[src/rtl/manchester_2_nrz_decoder.sv]
// Manchester-to-NRZ receiver: locks on a start bit, decodes mid-bit transitions, assembles MSB-first words.
// Optional MANCH_DEC_GLITCH_FILTER_EN adds a 3-sample majority filter after the input synchronizer.
// Output strobes: bit_valid, word_valid and code_err are single-cycle valid pulses with no ready/backpressure;
// B_out and word_out are qualified by their strobe and hold their value until the next strobe.
module manchester_2_nrz_decoder #(
    parameter int OSR    = 16,
    parameter int WORD_W = 8
) (
    input  logic              clock,
    input  logic              reset,
    input  logic              B_in,
    output logic              B_out,
    output logic              bit_valid,
    output logic [WORD_W-1:0] word_out,
    output logic              word_valid,
    output logic              code_err,
    output logic              locked,
    output logic [1:0]        state_dbg
);

    localparam int CW  = $clog2(2 * OSR);
    localparam int BCW = $clog2(WORD_W);

    localparam logic [CW-1:0]  C_OSR  = CW'(OSR);
    localparam logic [CW-1:0]  C_Q1   = CW'(OSR / 4);
    localparam logic [CW-1:0]  C_Q3   = CW'(3 * OSR / 4);
    localparam logic [CW-1:0]  C_Q5   = CW'(5 * OSR / 4);
    localparam logic [BCW-1:0] C_LAST = BCW'(WORD_W - 1);

    typedef enum logic [1:0] {
        S_HUNT  = 2'd0,
        S_START = 2'd1,
        S_DATA  = 2'd2
    } state_t;

    state_t            state_q, state_d;
    logic              sync1_q, sync2_q, prev_q;
    logic              sample, edge_w, rise_w, fall_w;
    logic [CW-1:0]     cnt_q, cnt_d, cnt_inc;
    logic              armed_q, armed_d;
    logic [BCW-1:0]    bitcnt_q, bitcnt_d;
    logic [WORD_W-1:0] shift_q, shift_d;
    logic [WORD_W-1:0] word_q, word_d;
    logic              bout_q, bout_d;
    logic              bv_q, bv_d;
    logic              wv_q, wv_d;
    logic              err_q, err_d;

    always_ff @(posedge clock or posedge reset) begin
        if (reset) begin
            sync1_q <= 1'b0;
            sync2_q <= 1'b0;
        end else begin
            sync1_q <= B_in;
            sync2_q <= sync1_q;
        end
    end

`ifdef MANCH_DEC_GLITCH_FILTER_EN
    logic hist1_q, hist2_q;

    always_ff @(posedge clock or posedge reset) begin
        if (reset) begin
            hist1_q <= 1'b0;
            hist2_q <= 1'b0;
        end else begin
            hist1_q <= sync2_q;
            hist2_q <= hist1_q;
        end
    end

    // Majority over the newest three synchronized samples; the vote is combinational so only one cycle is added.
    assign sample = (sync2_q & hist1_q) | (sync2_q & hist2_q) | (hist1_q & hist2_q);
`else
    assign sample = sync2_q;
`endif

    always_ff @(posedge clock or posedge reset) begin
        if (reset) prev_q <= 1'b0;
        else       prev_q <= sample;
    end

    assign edge_w = sample ^ prev_q;
    assign rise_w = edge_w & sample;
    assign fall_w = edge_w & ~sample;

    // cnt_inc is the number of samples since the last accepted edge, including the current one.
    assign cnt_inc = (cnt_q == '1) ? cnt_q : cnt_q + 1'b1;

    always_ff @(posedge clock or posedge reset) begin
        if (reset) begin
            state_q  <= S_HUNT;
            cnt_q    <= '0;
            armed_q  <= 1'b0;
            bitcnt_q <= '0;
            shift_q  <= '0;
            word_q   <= '0;
            bout_q   <= 1'b0;
            bv_q     <= 1'b0;
            wv_q     <= 1'b0;
            err_q    <= 1'b0;
        end else begin
            state_q  <= state_d;
            cnt_q    <= cnt_d;
            armed_q  <= armed_d;
            bitcnt_q <= bitcnt_d;
            shift_q  <= shift_d;
            word_q   <= word_d;
            bout_q   <= bout_d;
            bv_q     <= bv_d;
            wv_q     <= wv_d;
            err_q    <= err_d;
        end
    end

    always_comb begin
        state_d  = state_q;
        cnt_d    = cnt_inc;
        armed_d  = armed_q;
        bitcnt_d = bitcnt_q;
        shift_d  = shift_q;
        word_d   = word_q;
        bout_d   = bout_q;
        bv_d     = 1'b0;
        wv_d     = 1'b0;
        err_d    = 1'b0;
        case (state_q)
            S_HUNT: begin
                if (sample) begin
                    cnt_d   = '0;
                    armed_d = 1'b0;
                    if (rise_w && armed_q) state_d = S_START;
                end else if (cnt_inc >= C_OSR) begin
                    armed_d = 1'b1;
                end
            end
            S_START: begin
                if (edge_w) begin
                    cnt_d = '0;
                    if (fall_w && cnt_inc >= C_Q1 && cnt_inc <= C_Q3) begin
                        state_d  = S_DATA;
                        bitcnt_d = '0;
                    end else begin
                        state_d = S_HUNT;
                        err_d   = 1'b1;
                    end
                end else if (cnt_inc > C_Q3) begin
                    state_d = S_HUNT;
                    cnt_d   = '0;
                    err_d   = 1'b1;
                end
            end
            S_DATA: begin
                // Edges before the 3/4-bit point are bit-boundary edges and leave the counter running.
                if (edge_w && cnt_inc >= C_Q3 && cnt_inc <= C_Q5) begin
                    cnt_d   = '0;
                    bout_d  = fall_w;
                    bv_d    = 1'b1;
                    shift_d = {shift_q[WORD_W-2:0], fall_w};
                    if (bitcnt_q == C_LAST) begin
                        word_d   = {shift_q[WORD_W-2:0], fall_w};
                        wv_d     = 1'b1;
                        bitcnt_d = '0;
                    end else begin
                        bitcnt_d = bitcnt_q + 1'b1;
                    end
                end else if (cnt_inc > C_Q5) begin
                    state_d  = S_HUNT;
                    cnt_d    = '0;
                    err_d    = (bitcnt_q != '0);
                    bitcnt_d = '0;
                end
            end
            default: begin
                state_d = S_HUNT;
                cnt_d   = '0;
                armed_d = 1'b0;
            end
        endcase
    end

    always_comb begin
        B_out      = bout_q;
        bit_valid  = bv_q;
        word_out   = word_q;
        word_valid = wv_q;
        code_err   = err_q;
        locked     = (state_q == S_DATA);
        state_dbg  = state_q;
    end

endmodule

[config.mk]
export PLATFORM = sky130hd
export DESIGN_NAME = manchester_2_nrz_decoder
export DESIGN_NICKNAME = d
export VERILOG_FILES = /design/src/rtl/manchester_2_nrz_decoder.sv
export SDC_FILE = /design/constraint.sdc
export NUM_CORES = 1
export LEC_CHECK = 0
export ABC_AREA = 1
export BUFFER_PORTS_ARGS = -buffer_cell sky130_fd_sc_hd__buf_2
export CORE_ASPECT_RATIO = 1.5
export CORE_MARGIN = 2
export CORE_UTILIZATION = 60
export CTS_BUF_LIST = sky130_fd_sc_hd__clkbuf_8
export DETAILED_ROUTE_END_ITERATION = 6
export PLACE_DENSITY_LB_ADDON = 0.1
export SLEW_MARGIN = 25
export SYNTH_ARGS = -nofsm -noshare
export SYNTH_HDL_FRONTEND = slang
export SYNTH_SLANG_ARGS = --single-unit
[constraint.sdc]
create_clock -name clock -period 2.5 [get_ports clock]
set_input_delay 0.5 -clock clock [delete_from_list [all_inputs] [get_ports clock]]
set_output_delay 0.5 -clock clock [all_outputs]
set_load 0.01 [all_outputs]
**Yosys cells after proc, flatten, opt, wreduce, memory -nomap -nowiden**

Index checks and enable logic that the tools add are counted.

- Eq/ne operators: 13
- Magnitude comparators: 7
- Muxes and demuxes: 35
- Add/subtract/negate cells: 2
- Bitwise operators: 5
- Reductions and logical operators: 14

Operators with widths:

| cell | count |
|---|---|
| 5-bit 2-to-1 mux | 6 |
| 3-bit 2-to-1 mux | 5 |
| 5-bit case mux with 3 select lines | 1 |
| 2-bit 2-to-1 mux | 7 |
| 1-bit 2-to-1 mux | 12 |
| 2-bit inequality test, second input constant | 5 |
| 3-bit inequality test, second input constant | 2 |
| 2-bit case mux with 3 select lines | 1 |
| 3-bit case mux with 2 select lines | 1 |
| 5-bit by 1-bit adder with 5-bit output, second input constant | 1 |
| 5-bit equality test, second input constant | 1 |
| 5-bit by 3-bit greater-or-equal comparator with 1-bit output, second input constant | 1 |
| 5-bit by 4-bit greater-or-equal comparator with 1-bit output, second input constant | 1 |
| 5-bit greater-or-equal comparator, second input constant | 1 |
| 5-bit by 4-bit > comparator with 1-bit output, second input constant | 1 |
| 5-bit > comparator, second input constant | 1 |
| 5-bit by 4-bit <= comparator with 1-bit output, second input constant | 1 |
| 5-bit <= comparator, second input constant | 1 |
| 1-bit logical AND | 5 |
| 5-bit AND reduction | 1 |
| 1-bit case mux with 2 select lines | 2 |
| 2-bit AND reduction | 2 |
| 4-bit AND reduction | 1 |
| 3-bit by 1-bit adder with 3-bit output, second input constant | 1 |
| other kinds (13) | 15 |

- Input port bits: 3
- Word-level logic and storage cells: 89
- Flip-flop bits (word level): 33
- Output and inout bits: 15

**Logic depth before layout (Yosys ltp)**

Gate-level depths: netlist of the first run.

- Depth after elaboration: 8
- Gate-level depth with buffers: 14
- Gate-level depth less buffers: 14

**Least setup slack after synthesis of the first run**

No wires, ideal clock.

- Kind: flip-flop to flip-flop
- From: register cnt_q[0]
- To: register word_q[0] (netlist: word_out[0])
- Setup slack: 0.682 ns
- Library setup time: 0.121 ns
- Arrival: 1.697 ns
- Stages on the path, launching flop included: 13
- Required time: 2.379 ns
- Path buffers: 1
- Clock period less this slack: 1.818 ns
- Cells stage by stage: dfrtp_1 > ha_1 > nand2_1 > inv_2 > o21ai_0 > nand2_1 > nand2_1 > nand2_1 > inv_2 > nand3_4 > buf_6 > o21ai_1 > nand2_1

- Longest elaborated chain between the ends: 6
- Elaborated cells between the ends (all ways): 8
- Classes of those cells: add/sub (1); order compare (2); eq/ne (1); mux (1); reduce/logical (3)

Ends and longest elaborated chain:

| what | RTL line | source |
|---|---|---|
| from (decl) | 39 | `logic [CW-1:0] cnt_q, cnt_d, cnt_inc;` |
| from (signal assigned) | 104 | `cnt_q <= cnt_d;` |
| 5-bit by 1-bit adder with 5-bit output or 5-bit equality test (tied branches) | 88 | `assign cnt_inc = (cnt_q == '1) ? cnt_q : cnt_q + 1'b1;` |
| 5-bit 2-to-1 mux (*) | 88 |  |
| 5-bit by 4-bit greater-or-equal comparator with 1-bit output | 155 | `if (edge_w && cnt_inc >= C_Q3 && cnt_inc <= C_Q5) begin` |
| 1-bit logical AND | 155 |  |
| 1-bit logical AND (*) | 155 |  |
| 3-bit AND reduction (no source line) (*) | - |  |
| to (signal assigned) | 108 | `word_q <= word_d;` |
| to (decl) | 43 | `logic [WORD_W-1:0] word_q, word_d;` |

Every way passes the cells marked *; elsewhere a longest branch is shown, timed or not.
A chain may end at the register's enable or synchronous reset.

**Worst setup path in the final report of the first run**

- From: register cnt_q[0]
- To: register word_q[7] (netlist: word_out[7])

The elaborated chain is that of the path after synthesis.

==> metrics.txt, run 1 <==
pin count of the biggest net entering global routing 33; Post-Synthesis Net Count 209; startpoint of the most critical register-to-register path cnt_q[0]; Detailed Route Iter0 Violations 21; DRT Wirelength 3.07 mm; drc violations 0; WP data arrival 2.33 ns; CP max FO 19; Peak Freq around 470 MHz; data required time at the worst endpoint 2.72 ns; worst reg2reg setup slack 0.39 ns; total gr overflow 0; setup clock skew after layout 0.00781 ns; number of distinct standard cells referenced by the synthesized netlist 19; run status finished clean; clock buffers created by TritonCTS 5; count of standard-cell rows 22; post-CTS repair timing setup buffer count 0; Crit Path Category flop to flop; final antenna-violating net count 0; number of filler cells placed in the layout 211; number of cells in the finished layout apart from fillers 257; Tot GR Track Use 0.241; antenna violations before repair 0; synthesis-stage register bit count 32; Setup TNS Final 0 ns; portion of the post-synthesis area used by sequential elements 0.500; CTS resizes 0; type of origin of the critical path flop; routed length per placed instance 11.9 um; logic depth of the worst register-to-register path 12; clock latency of the later-clocked register in the worst-skew pair roughly 0.28 ns; Antenna Cells 0; number of clock sinks 32; static leakage 1.05 nW; die area 3110 um2; number of setup violations in the final report 0; crit share post-route 0.844; power density relative to cell area slightly above 700 nW/um2; Final #Nets 233; first-pass GRT wire length between 5 and 6 mm; Syn Area/Cell 8.17 um2; synthesized cell area 1600 um2; Final HPWL DP roughly 2.3 mm; Tmin final 2.11 ns; Initial Utilization 0.639; clock root buffer clkbuf_8; htree depth 2; max cap viols 0; gate count of the mapped netlist 196; transition at the pin with the smallest max-transition slack roughly 0.4 ns; CTS max path bufs 2; setup repair after global routing missed its margin false; floorplan core area 2500 um2; vias 1291; io pins 18; Hold/Removal Path Class input port to async pin; post-CTS clock slew at the launch and capture registers of the worst setup and hold paths ~0.060 ns; kind of end point of the critical path flop; Via density 5.02; Hold-fix buffers, CTS 0; number of buffers inserted by port buffering 17; x dimension of the die 46.2 um; number of cells in the design after placement 249; remaining max-slew budget at the tightest pin 0.735; yosys warns 0; clock tree from TritonCTS done; floorplan die height between 60 and 70 um; area growth from synthesis to layout 13.5%; detailed-router iteration count before antenna repair 4; final number of max-transition violations 0; final hold violations 0; critical register-to-register path endpoint word_out[7]; Worst IR Drop VDD 0.661 mV; share of cells above drive strength 1 0.163; number of global-route vias before repair 1286; RePlAce Congestion approximately 0.89
-- Yosys cell counts --
cell,n,area share
nand2_2,2,0.0078
nand2_1,71,0.17
clkinv_1,1,0.0023
nor2_1,17,0.040
buf_6,1,0.0070
o21ai_0,4,0.013
o21a_1,1,0.0047
inv_2,5,0.012
o21ai_2,1,0.0055
a21oi_1,5,0.016
o21ai_1,9,0.028
nand3_1,11,0.034
nand3_2,1,0.0063
nand4_1,2,0.0078
dfrtp_1,32,0.50
ha_1,10,0.078
nand3_4,1,0.011
nor2_4,2,0.014
inv_1,20,0.047
-- worst max-delay path: stages (launching register included) --
cell	delay (ns)
dfrtp_1	0.42
ha_1	0.27
nand2_1	0.12
inv_2	0.04
o21ai_0	0.24
nand2_1	0.09
nand2_1	0.08
nand2_1	0.08
inv_2	0.08
nand3_4	0.21
nor2_4	0.25
nand2_1	0.09
nand2_1	0.07
-- cells by family after synthesis --
group	Yosys count	share of synthesized area
AO/OA/AOI/OAI	20	0.0664
flip-flops	32	0.500
buffers and inverters	27	0.0680
adder cells (fa/ha/maj)	10	0.0781
AND/OR/NAND/NOR	107	0.287
-- area by class of cell --
class                           instances  area, um2  share of cell area
Clock buffer                            6       82.6              0.0454
Clock inverter                          2       7.51             0.00413
Inverter                               26       97.6              0.0537
Multi-Input combinational cell        137        692               0.381
Sequential cell                        32        801               0.440
Tap cell                               36       45.0              0.0248
Timing Repair Buffer                   18       92.6              0.0509
-- worst max path at each step --
stage	start	end	slack, ns	cells after the start
2_1_floorplan	cnt_q[0]	word_out[0]	0.68	12
3_3_place_gp	cnt_q[0]	word_out[7]	0.52	12
3_5_place_dp	cnt_q[0]	word_out[7]	0.41	12
4_1_cts	cnt_q[0]	word_out[7]	0.39	12
5_1_grt	cnt_q[0]	word_out[0]	0.18	12
6_report	cnt_q[0]	word_out[7]	0.39	12
-- layout by cell type, fill, tap and decap left out, types with 2 or more instances in the layout --
master / netlist / layout
nor2_1: 17 / 17
ha_1: 10 / 10
buf_2: 0 / 17
o21ai_0: 4 / 4
inv_1: 20 / 22
nor2_4: 2 / 2
nand2_1: 71 / 71
dfrtp_1: 32 / 32
nand3_1: 11 / 11
clkbuf_8: 0 / 6
inv_2: 5 / 5
a21oi_1: 5 / 5
nand4_1: 2 / 2
o21ai_1: 9 / 9
nand2_2: 2 / 2
-- layer usage --
layer	vias to the layer above	wire length (um)	GRT usage
li1	660	-	-
met1	602	1240	0.235
met2	24	1680	0.415
met3	5	89	0.0695
met4	0	58	0.164
met5	-	0	0
-- state kept, by name, indices dropped and copies added (netlist names) --
name,cells
prev_q,1
code_err,1
sample,1
bit_valid,1
word_valid,1
cnt_q,5
shift_q,7
armed_q,1
bitcnt_q,3
sync1_q,1
state_dbg,2
word_out,8
-- per-stage QoR --
stage / util / hold slack [ns] / instance area [um2] / worst slack, ns / power [mW]
final: 0.726 / 0.288 / 1820 / 0.389 / 1.29
after global routing: 0.726 / 0.316 / 1820 / 0.179 / 1.39
after detailed placement: 0.690 / 0.351 / 1730 / 0.412 / 0.906
after floorplan: - / 0.331 / 1600 / 0.682 / 0.830
after global placement: 0.690 / 0.332 / 1730 / 0.524 / 0.890
after CTS: 0.726 / 0.287 / 1820 / 0.386 / 1.31
-- report_power, final --
| part | switching, mW | internal [mW] |
|---|---|---|
| combinational | 0.199 | 0.108 |
| clock | 0.179 | 0.216 |
| sequential | 0.0367 | 0.552 |
| total | 0.415 | 0.877 |
No activity file was read; power rests on OpenSTA's default activity.
==> inputs of run 2 (changes only) <==
Settings changed: ABC_AREA 1 to 0, CORE_UTILIZATION 60 to 54.
Clock period 2.5 ns to 1.79 ns, I/O delays scaled along.
==> metrics.txt, run 2 <==
RePlAce Congestion 0.868; Peak Freq 455 MHz; synthesized cell area ~1600 um2; clock tree from TritonCTS done; CP max FO 6; yosys warns 0; post-CTS clock slew at the launch and capture registers of the worst setup and hold paths 0.07 ns; drc violations 0; Final HPWL DP 2.91 mm; area used by sequential logic in the layout 802 um2; Most used DFF post-synth dfrtp_1; global routing usage on met1 0.274; proportion of netlist area held by the largest area contributor 0.490; leading cell type by number of instances after synthesis dfrtp_1; floorplan die height approximately 71 um; WP data arrival 2.37 ns; clock latency of the later-clocked register in the worst-skew pair 0.29 ns; routing usage on met3 0.0583; ranking of synthesized cells by area dfrtp_1 (49%), ha_1 (7.7%), nand2_1 (5.5%); final hold violations 0; Antenna Cells 0; Power Total 2.48 mW; Initial Utilization 0.561; Hold/Removal Path Class input port to async pin; first-pass GRT wire length 6.94 mm; synthesis-stage register bit count 32; slowest cell delay on critical path 0.42 ns; number of cells in the finished layout apart from fillers between 200 and 250; Crit Path Category flop to flop; area taken by multi-input logic gates 951 um2; x dimension of the die 48.9 um; area growth from synthesis to layout 40.2%; DRT Wirelength roughly 4.3 mm; Tmin final 2.20 ns; data required time at the worst endpoint 1.97 ns; max cap viols 0; Detailed Route Iter0 Violations 27; number of global-route vias before repair 1476; share of synthesized registers carrying an async set or reset 1.00; setup clock skew after layout 0.00484 ns; logic depth of the worst register-to-register path 7; die area 3490 um2; antenna violations before repair 0; leading cell type in the layout, fill and taps excluded dfrtp_1; clock buffers created by TritonCTS 5; routed length per placed instance ~18 um; met2 track utilization from global routing 0.484; remaining max-slew budget at the tightest pin 0.738; detailed-router iteration count before antenna repair 4; Tot GR Track Use 0.264; power density relative to cell area between 1000 and 1500 nW/um2; layer with the highest usage met2; portion of the post-synthesis area used by sequential elements 0.490; number of setup violations in the final report 28; number of cells in the design after placement 232; count of standard-cell rows 24; setup repair after global routing missed its margin true; violated checks setup timing; htree depth 2; worst reg2reg setup slack -0.41 ns; startpoint of the most critical register-to-register path cnt_q[0]; vias between 1000 and 1500; Syn Area/Cell around 10 um2; minimum setup slack in the final design -0.407 ns; share of cells above drive strength 1 0.447; kind of end point of the critical path flop; clock root buffer clkbuf_8; total cell area at the placement stage about 2000 um2; cell type with the highest aggregate area in the netlist dfrtp_1; cell breakdown of the critical path ha_4 -> nand4_1 -> mux2i_2 -> a32oi_2 -> o21ai_2 -> or3b_4 -> mux2_4; static leakage roughly 1.2 nW; floorplan core area between 2000 and 3000 um2; CTS max path bufs 2; pin count of the biggest net entering global routing 33; final number of max-transition violations 0; number of enable flip-flop cells after synthesis 0; number of filler cells placed in the layout 190; leading cell types by count after synthesis dfrtp_1 (32), nand2_1 (24), inv_1 (13), ha_1 (10), nor2_1 (9); Worst IR Drop VDD 0.810 mV; final core utilization 0.787; number of buffers inserted by port buffering 17; run status finished, violations left; total gr overflow 0; gate count of the mapped netlist 157; crit share post-route 1.23; area of all placed cells without fillers between 2000 and 2500 um2; type of origin of the critical path flop; critical register-to-register path endpoint bitcnt_q[0]; io pins 18; transition at the pin with the smallest max-transition slack 0.393 ns; Via density 5.55; most frequent cells in the layout dfrtp_1 (31), buf_4 (29), nand2_1 (23); Post-Synthesis Net Count 170; final antenna-violating net count 0; cell with the largest stage delay on the worst path dfrtp_1; number of clock sinks 32; Final #Nets between 200 and 250; number of distinct standard cells referenced by the synthesized netlist 44; max reg flops 8
[run 2: changes by cell type after synthesis, moves of 6 or more]
cell / change
nor3_1: +6
inv_1: -7
nand2_1: -47
o21ai_1: -6
nand3_1: -11
nor2_1: -8
[run 2: final cells by class]
cell class / count / share of cell area
clock buffer: 5 / 0.0300
clock inverter: 3 / 0.0185
timing repair buffer: 48 / 0.142
tap: 39 / 0.0213
sequential: 32 / 0.350
inverter: 14 / 0.0240
multi-input combinational: 106 / 0.415
[run 2: worst max path at each step]
| stage | from | end | slack [ns] | cells after the start |
|---|---|---|---|---|
| final | cnt_q[0] | bitcnt_q[0] | -0.41 | 7 |
| after global routing | cnt_q[0] | bitcnt_q[0] | -0.50 | 7 |
| after CTS | cnt_q[0] | bitcnt_q[0] | -0.37 | 7 |
| after detailed placement | cnt_q[1] | bitcnt_q[0] | -0.37 | 7 |
| after global placement | cnt_q[1] | bitcnt_q[0] | -0.32 | 7 |
| after floorplan | cnt_q[1] | word_out[0] | -0.35 | 9 |
[run 2: logic make-up (layout without fill, tap and decap cells)]
group | Yosys count | after routing | share of synthesized area
AO/OA/AOI/OAI | 32 | 32 | 0.137
XOR/XNOR | 1 | 1 | 0.00536
adder cells (fa/ha/maj) | 10 | 10 | 0.0765
buffers and inverters | 19 | 70 | 0.0520
flip-flops | 32 | 32 | 0.490
multiplexers | 12 | 12 | 0.0857
AND/OR/NAND/NOR | 51 | 51 | 0.154
[run 2: report_power, final]
| group | switching [mW] | internal (mW) | total, mW |
|---|---|---|---|
| Sequential | 0.0526 | 0.773 | 0.825 |
| Combinational | 0.521 | 0.451 | 0.971 |
| Clock | 0.275 | 0.411 | 0.687 |
| Total | 0.849 | 1.63 | 2.48 |
[run 2: metrics by stage]
stage	hold slack, ns	setup slack (ns)	setup TNS, ns
floorplan	0.331	-0.348	-4.63
global placement	0.337	-0.315	-4.62
detailed placement	0.348	-0.368	-5.85
CTS	0.148	-0.375	-5.27
global route	0.163	-0.497	-8.46
finish	0.136	-0.407	-6.57
[run 2: critical path: cells and delay by family (launching register included)]
family	cells	cell delay (ns)
fa+ha+maj	1	0.20
flops	1	0.42
simple gates	2	0.55
mux	2	0.57
compound gates	2	0.33
[run 2: what timing repair did]
action / 4_1_cts / 5_1_grt
hold buffers: 0 / 0
resized for setup: 11 / 15
setup endpoints to repair: 28 / 28
pin swaps: 8 / 9
buffers inserted: 5 / 3
[run 2: per-layer routing]
layer / vias to the layer above / share of wire
met5: - / 0
met4: 0 / 0.031
met3: 17 / 0.042
met2: 42 / 0.57
met1: 670 / 0.36
li1: 641 / -
